File: src/rtl/fifo_arb_pkg.sv
// Shared types and sizing helpers for the FIFO write-port arbiter.
package fifo_arb_pkg;

  typedef enum logic {
    IDLE  = 1'b0,
    GRANT = 1'b1
  } arb_state_e;

  // Ceiling log2, never below 1 so single-value fields still get a bit.
  function automatic int clog2(input int n);
    int r;
    r = 0;
    while ((1 << r) < n) r++;
    if (r < 1) r = 1;
    return r;
  endfunction

  localparam int ARB_NREQ_DEF  = 4;
  localparam int ARB_BURST_DEF = 4;
  localparam int ARB_GRANT_W   = clog2(ARB_NREQ_DEF);
  localparam int ARB_BURST_W   = clog2(ARB_BURST_DEF);

endpackage

File: src/rtl/rr_pick.sv
// Round-robin pick: first asserted request strictly after 'last', wrapping.
module rr_pick
  import fifo_arb_pkg::*;
#(
  parameter int NREQ = 4,
  parameter int GW   = clog2(NREQ)
) (
  input  logic [NREQ-1:0] req,
  input  logic [GW-1:0]   last,
  output logic            any,
  output logic [GW-1:0]   idx
);

  // Scan from farthest to nearest so the nearest candidate after 'last' wins.
  always_comb begin
    any = |req;
    idx = '0;
    for (int k = NREQ; k >= 1; k--) begin
      if (req[(int'(last) + k) % NREQ]) idx = GW'((int'(last) + k) % NREQ);
    end
  end

endmodule

File: src/rtl/fifo_wr_arbiter.sv
// Round-robin arbiter sharing one FIFO write port between NREQ requesters.
// Each grant carries up to BURST words; writes are throttled from fifo_count
// plus the write still in flight so the FIFO can never overflow.
module fifo_wr_arbiter
  import fifo_arb_pkg::*;
#(
  parameter int WIDTH = 64,
  parameter int DEPTH = 8,
  parameter int NREQ  = ARB_NREQ_DEF,
  parameter int BURST = ARB_BURST_DEF,
  parameter int CNT_W = 64
) (
  input  logic                    clk,
  input  logic                    reset,
  input  logic [NREQ-1:0]         req,
  input  logic [NREQ*WIDTH-1:0]   req_data,
  output logic [NREQ-1:0]         ack,
  input  logic [CNT_W-1:0]        fifo_count,
  output logic                    fifo_we,
  output logic [WIDTH-1:0]        fifo_din,
  output logic [clog2(NREQ)-1:0]  grant_id,
  output logic                    busy
);

  localparam int GW = clog2(NREQ);
  localparam int BW = clog2(BURST);

  arb_state_e        state_q, state_d;
  logic [GW-1:0]     grant_q, grant_d;
  logic [GW-1:0]     last_q, last_d;
  logic [BW-1:0]     burst_q, burst_d;
  logic              we_q, we_d;
  logic [WIDTH-1:0]  din_q, din_d;

  logic              pick_any;
  logic [GW-1:0]     pick_idx;
  logic [CNT_W:0]    occ;
  logic              space;
  logic              xfer;

  rr_pick #(
    .NREQ (NREQ),
    .GW   (GW)
  ) u_pick (
    .req  (req),
    .last (last_q),
    .any  (pick_any),
    .idx  (pick_idx)
  );

  // One extra bit so count + in-flight write cannot wrap.
  assign occ   = {1'b0, fifo_count} + {{CNT_W{1'b0}}, we_q};
  assign space = (occ < (CNT_W+1)'(DEPTH));

  // Next-state, ack and write-register decode for the IDLE/GRANT machine.
  always_comb begin
    state_d = state_q;
    grant_d = grant_q;
    last_d  = last_q;
    burst_d = burst_q;
    we_d    = 1'b0;
    din_d   = din_q;
    ack     = '0;
    xfer    = 1'b0;
    case (state_q)
      IDLE: begin
        if (pick_any) begin
          grant_d = pick_idx;
          burst_d = '0;
          state_d = GRANT;
        end
      end
      GRANT: begin
        xfer         = req[grant_q] & space;
        ack[grant_q] = xfer;
        if (!req[grant_q]) begin
          state_d = IDLE;
          last_d  = grant_q;
        end else if (xfer) begin
          we_d  = 1'b1;
          din_d = req_data[int'(grant_q)*WIDTH +: WIDTH];
          if (burst_q == BW'(BURST-1)) begin
            state_d = IDLE;
            last_d  = grant_q;
          end else begin
            burst_d = burst_q + BW'(1);
          end
        end
        // A full FIFO with req held simply stalls here without counting.
      end
      default: state_d = IDLE;
    endcase
  end

  // State and output registers; reset leaves requester 0 highest priority.
  always_ff @(posedge clk or negedge reset) begin
    if (!reset) begin
      state_q <= IDLE;
      grant_q <= '0;
      last_q  <= GW'(NREQ-1);
      burst_q <= '0;
      we_q    <= 1'b0;
      din_q   <= '0;
    end else begin
      state_q <= state_d;
      grant_q <= grant_d;
      last_q  <= last_d;
      burst_q <= burst_d;
      we_q    <= we_d;
      din_q   <= din_d;
    end
  end

  assign fifo_we  = we_q;
  assign fifo_din = din_q;
  assign grant_id = grant_q;
  assign busy     = (state_q == GRANT);

endmodule

File: config.mk
export PLATFORM = sky130hd
export DESIGN_NAME = fifo_wr_arbiter
export DESIGN_NICKNAME = d
export VERILOG_FILES = /design/src/rtl/fifo_arb_pkg.sv /design/src/rtl/rr_pick.sv /design/src/rtl/fifo_wr_arbiter.sv
export SDC_FILE = /design/constraint.sdc
export NUM_CORES = 1
export LEC_CHECK = 0
export BUFFER_PORTS_ARGS = -buffer_cell sky130_fd_sc_hd__buf_2
export CAP_MARGIN = 20
export CELL_PAD_IN_SITES_DETAIL_PLACEMENT = 0
export CELL_PAD_IN_SITES_GLOBAL_PLACEMENT = 1
export CORE_AREA = 5 5 153 155
export CTS_CLUSTER_DIAMETER = 80
export CTS_CLUSTER_SIZE = 28
export DETAILED_ROUTE_END_ITERATION = 10
export DIE_AREA = 0 0 158 160
export HOLD_SLACK_MARGIN = 0.15
export PLACE_DENSITY = 0.83
export SLEW_MARGIN = 25
export SYNTH_ARGS = -nofsm -noshare
export SYNTH_HDL_FRONTEND = slang
export SYNTH_SLANG_ARGS = --single-unit
File: constraint.sdc
create_clock -name clk -period 3.1 [get_ports clk]
set_clock_uncertainty 0.2 [all_clocks]
set_input_delay 0.31 -clock clk [delete_from_list [all_inputs] [get_ports clk]]
set_output_delay 0.31 -clock clk [all_outputs]
set_load 0.01 [all_outputs]
* Yosys cells after proc, flatten, opt, wreduce, memory -nomap -nowiden
Cells that the tools add are included.
Widths: inputs -> output; s select.
** Storage, ports and cells
- Bits of input ports :: 326
- Register bits :: 72
- Output and inout bits :: 72
** Cells by class
- Reductions and logical operators :: 10
- $lt $le $gt $ge :: 7
- Shifts and indexed selects :: 1
- Bitwise operators :: 7
- Eq/ne operators :: 7
- Add/sub/neg operators :: 6
- Mux-type cells :: 37
** Operators by type and width (number)
- $shiftx 256x9->64 :: 1
- $add 64x1->65 :: 1
- $lt 65x4->1 const B :: 1
- $mux 2 :: 11
- $mux 1 :: 17
- $lt 3x4->1 const B :: 4
- $bmux 1 s2 :: 5
- $reduce_or 2->1 :: 4
- $add 2x1->2 const B :: 3
- $ne 2x1->1 const B :: 3
- $ne 2x2->1 const B :: 3
- $reduce_and 3->1 :: 2
- $add 2x2->2 const B :: 2
- $and 1x1->1 const A :: 4
- $and 4x4->4 :: 1
- $mux 4 :: 1
- $pmux 2 s2 :: 1
- $reduce_and 4->1 :: 1
- $reduce_or 4->1 :: 1
- $lt 2x3->1 const B :: 1
- $demux 1 s2 :: 1
- $eq 2x2->1 const B :: 1
- $ge 2x1->1 const B :: 1
- $pmux 1 s2 :: 1
- other kinds (4) :: 4

* Depth between registers and ports, before layout
- Word-level depth :: 10
- Depth in mapped cells :: 12
- Depth with buffers taken out :: 9

* Modules after synthesis
A second synthesis with hierarchy kept.
** Unflattened totals
- Cell total of the unflattened synthesis :: 554
- Area, all modules :: 6461.2 um^2
** By module, submodules not included
- fifo_wr_arbiter :: sequential area each 1804.2 um^2, times used 1, area an instance 6369.9 um^2, cells an instance 540
- rr_pick :: sequential area each 0.0 um^2, times used 1, area an instance 91.3 um^2, cells an instance 14

* Least setup slack after synthesis
OpenSTA, ideal clock, no wires.
- Path kind :: register to register
- Start point :: register we_q (netlist: fifo_we)
- End point :: register din_q[0] (netlist: fifo_din[0])
- Period minus slack after synthesis :: 3480 ps
- Setup time :: 125 ps
- Stages on the path, launching flop included :: 12
- Slack :: -380 ps
- Arrival :: 3155 ps
- Required time :: 2775 ps
- Cells stage by stage :: dfrtp_1 > nand4_1 > or4_1 > nor2_1 > clkbuf_1 > nand3_1 > xor2_1 > nand4_1 > nor4_4 > nand4_4 > buf_6 > mux2_4
** Between the ends
- Word-level cells in the longest chain between the ends :: 4
** Ends and longest elaborated chain
- from (decl) :: line fifo_wr_arbiter.sv:32 : logic we_q, we_d;
- from (signal assigned) :: line fifo_wr_arbiter.sv:109 : we_q <= we_d;
- $add 64x1->65 :: line fifo_wr_arbiter.sv:52 : assign occ = {1'b0, fifo_count} + {{CNT_W{1'b0}}, we_q};
- $lt 65x4->1 :: line fifo_wr_arbiter.sv:53 : assign space = (occ < (CNT_W+1)'(DEPTH));
- $and 1x1->1 :: line fifo_wr_arbiter.sv:74 : xfer = req[grant_q] & space;
- $reduce_and 3->1 (no line)
- to (signal assigned) :: line fifo_wr_arbiter.sv:110 : din_q <= din_d;
- to (decl) :: line fifo_wr_arbiter.sv:33 : logic [WIDTH-1:0] din_q, din_d;
No other way between the ends.
A chain may end at the register's enable or synchronous reset.

* Worst setup path in the final report
- Start point :: register we_q (netlist: fifo_we)
- End point :: output ack[2]
** Between the ends
- Word-level cells in the longest chain between the ends :: 5
** Ends and longest elaborated chain
- $add 64x1->65 :: line fifo_wr_arbiter.sv:52
- $lt 65x4->1 :: line fifo_wr_arbiter.sv:53
- $and 1x1->1 :: line fifo_wr_arbiter.sv:74
- $and 4x4->4 (no line)
- $mux 4 :: line fifo_wr_arbiter.sv:65 : case (state_q)
- to (decl) :: line fifo_wr_arbiter.sv:17 : output logic [NREQ-1:0] ack,
No other way between the ends.

==> results.py <==
metrics = {
    "min_path": {
        "holdPathEnd": "grant_id[1]$_DFFE_PN0P_",
        "hold_class": "in -> reg",
        "min_path_cells": 4,
        "hp-start": "req[3]",
    },
    "timing": {
        "finalHoldViolations": 0,
        "max_slew_margin": 0.488,
        "setup_viol": 70,
        "period_share": 1.16,
        "max_freq_mhz": 277,
        "fin_ws_ns": -0.504,
        "min_period_ns": 3.60,
        "maxSlewViolCount": 0,
        "rsz0062_at_grt": "true",
        "tightest_slew_ns": 0.768,
    },
    "worst_setup_path": {
        "arrival_ns": 3.09,
        "start_kind": "flip-flop",
        "cp_max_fo": 5,
        "crit_path_end_kind": "primary output",
        "reg2reg_slack_ns": -0.48,
        "reg2reg_depth": 14,
        "r2r-start": "fifo_we$_DFF_PN0_",
        "crit_type": "reg -> out",
        "reg2reg_to": "fifo_din[20]$_DFFE_PN0P_",
        "worstPathRequired_ns": 2.59,
    },
    "synthesis": {
        "synth_nets": 856,
        "async_flop_share": 1.00,
        "synth_edf_count": 0,
        "ys_ff_latch": 72,
        "synth_top_area_frac": 0.281,
        "yosysMostFrequentCell": "dfrtp_1",
        "synth_largest_area_cell": "dfrtp_1",
        "synth_cells": 529,
        "ys.flop_type": "dfrtp_1",
        "synth_warnings": 0,
        "synth.area.top_cells": "dfrtp_1 (28%), mux4_2 (23%), mux2_4 (14%)",
        "yosys-top-cells-count": "dfrtp_1 (70), mux4_2 (65), mux2_4 (60)",
        "synth.avg_cell_area_um2": 11.8,
        "synth.cell_area_mm2": 0.00624,
        "yosysSeqAreaShare": 0.289,
        "yosysUniqueCellTypes": 55,
    },
    "grt": {
        "grt_pass1_vias": 7174,
        "grt_max_degree": 73,
        "grt-ovfl-total": 0,
        "grt_antenna_before_repair": 8,
        "grt_pass1_wl_mm": 43.4,
        "grt_usage": 0.225,
    },
    "floorplan": {
        "start_util": 0.288,
        "ios": 398,
        "die_x_um": 158,
        "rows": 54,
        "core_area_mm2": 0.0217,
        "die_height_um": 160,
        "die_area_mm2": 0.0253,
    },
    "clocking": {
        "cts.clk_slew.worst_paths_ns": 0.06,
        "insertion_delay_ns": 0.34,
        "cts.root.buffer_cell": "clkbuf_16",
        "cts_tree": "built",
        "cts_buffers": 9,
        "cts.sink_count": 72,
        "clk_path_buf_depth": 2,
        "htree_levels": 3,
    },
    "pwr": {
        "vdd_drop_max_mv": 0.335,
        "power_frac_seq": 0.258,
        "leakage_nw": 5.34,
        "p_comb_frac": 0.488,
        "p_int_w": 0.00261,
        "clockPowerShare": 0.254,
        "cellPowerDensity_mw_per_mm2": 381,
        "swShare": 0.345,
        "power_w": 0.00398,
        "p_switching_w": 0.00137,
    },
    "placement": {
        "portBuffers": 397,
        "place.gp.congestion": 0.963,
        "dp_hpwl_mm": 24.6,
        "place_ws_ns": -0.587,
    },
    "route": {
        "viasPerCell": 5.20,
        "post-route-drc-count": 0,
        "firstDrtPassIters": 5,
        "num_vias": 7032,
        "drt-total-wl_mm": 30.6,
        "drt_iter0_drc": 400,
        "drtAntennaViolNets": 0,
        "wl_per_cell_um": 22.6,
    },
    "status": {
        "failed_checks": "setup timing",
        "status": "complete, but fails checks",
    },
    "final_layout": {
        "nFillCells": 2024,
        "nNetsFinal": 1390,
        "fin_util": 0.482,
        "area_growth_pct": 67.2,
        "drive_above_1_share": 0.695,
    },
    "job": {
        "drv_cap": 0,
    },
}
## how the worst max path moves through the flow
stage | from | to | slack (ns) | cells after the start
finish | fifo_we$_DFF_PN0_ | ack[2] | -0.50 | 12
global route | fifo_we$_DFF_PN0_ | ack[3] | -0.73 | 12
detailed placement | fifo_count[9] | fifo_din[54]$_DFFE_PN0P_ | -0.59 | 11
global placement | fifo_count[9] | fifo_din[60]$_DFFE_PN0P_ | -0.51 | 11
floorplan | fifo_we$_DFF_PN0_ | fifo_din[0]$_DFFE_PN0P_ | -0.35 | 11
CTS | fifo_we$_DFF_PN0_ | ack[1] | -0.48 | 11
## kinds of logic after synthesis
family,count (synthesis),synth area share
and+or+nand+nor,200,0.188
muxes,139,0.403
DFF,72,0.289
AOI/OAI and AO/OA,60,0.0629
buffers and inverters,41,0.0325
xor gates and xnor gates,16,0.0224
adders and majority gates,1,0.00200
## worst max-delay path, cell delays in order, from the launching register on
cell	delay, ns
dfrtp_1	0.35
nand4_1	0.15
or4_4	0.50
buf_4	0.17
nor4b_2	0.24
or4_1	0.17
nand3_1	0.09
nor4_2	0.29
and4_4	0.27
nand4_1	0.10
buf_6	0.17
nor3_2	0.09
buf_2	0.15
## final cells by class
cell class	count	area [µm²]	area share
Antenna cell	5	12.5	0.00120
Clock buffer	11	243	0.0232
Clock inverter	5	38.8	0.00371
Inverter	13	48.8	0.00467
Multi-Input combinational cell	416	4470	0.428
Sequential cell	72	1810	0.173
Tap cell	280	350	0.0335
Timing Repair Buffer	551	3470	0.332
## what timing repair did
item,4_1_cts,5_1_grt
hold buffers,2,0
setup endpoints to repair,74,74
endpoints found under the hold margin,71,0
pin swaps,5,16
gates resized for setup,25,35
gates cloned,9,2
buffers inserted,5,13
## through the flow
step	cells	hold slack, ns	setup TNS, ns	cell area, µm²
after floorplan	529	-0.186	-22.36	6300
after global placement	1305	0.273	-34.90	9450
after detailed placement	1305	0.290	-40.08	9450
after CTS	1337	0.177	-23.16	10200
after global routing	1353	0.204	-40.23	10400
final	1353	0.196	-27.77	10400
## layout by cell type (no fill, tap or decap), drive strengths merged, types with 3 or more instances in the layout
| cell | n |
|---|---|
| a211oi | 3 |
| a21oi | 11 |
| a31oi | 4 |
| and2 | 3 |
| and3 | 13 |
| and4 | 10 |
| buf | 547 |
| clkbuf | 13 |
| dfrtp | 70 |
| diode | 5 |
| inv | 15 |
| mux2 | 69 |
| mux2i | 5 |
| mux4 | 65 |
| nand2 | 27 |
| nand2b | 3 |
| nand3 | 35 |
| nand3b | 3 |
| nand4 | 29 |
| nor2 | 20 |
| nor3 | 21 |
| nor3b | 3 |
| nor4 | 15 |
| o211ai | 3 |
| o21ai | 16 |
| o31ai | 6 |
| or3 | 8 |
| or4 | 5 |
| xnor2 | 13 |
| xor2 | 3 |
## power groups by stage
stage	logic, W	clock network [W]	registers [W]
CTS	0.00195	0.00103	0.00103
detailed placement	0.00196	0	0.00104
floorplan	0.00131	0	0.00102
global placement	0.00192	0	0.00104
finish	0.00194	0.00101	0.00103
global route	0.00209	0.00107	0.00103
## registers in the layout, indices dropped and copies added (netlist names)
name      cells
grant_id      2
fifo_we       1
last_q        2
burst_q       2
busy          1
fifo_din     64
## layer usage
metal | track usage | vias to the layer above | part of all wire
met4 | 0.0578 | 6 | 0.014
met2 | 0.375 | 323 | 0.50
li1 | - | 3230 | -
met5 | 0 | - | 0.0013
met1 | 0.294 | 3437 | 0.40
met3 | 0.0547 | 36 | 0.086
No activity file was read; power rests on OpenSTA's default activity.
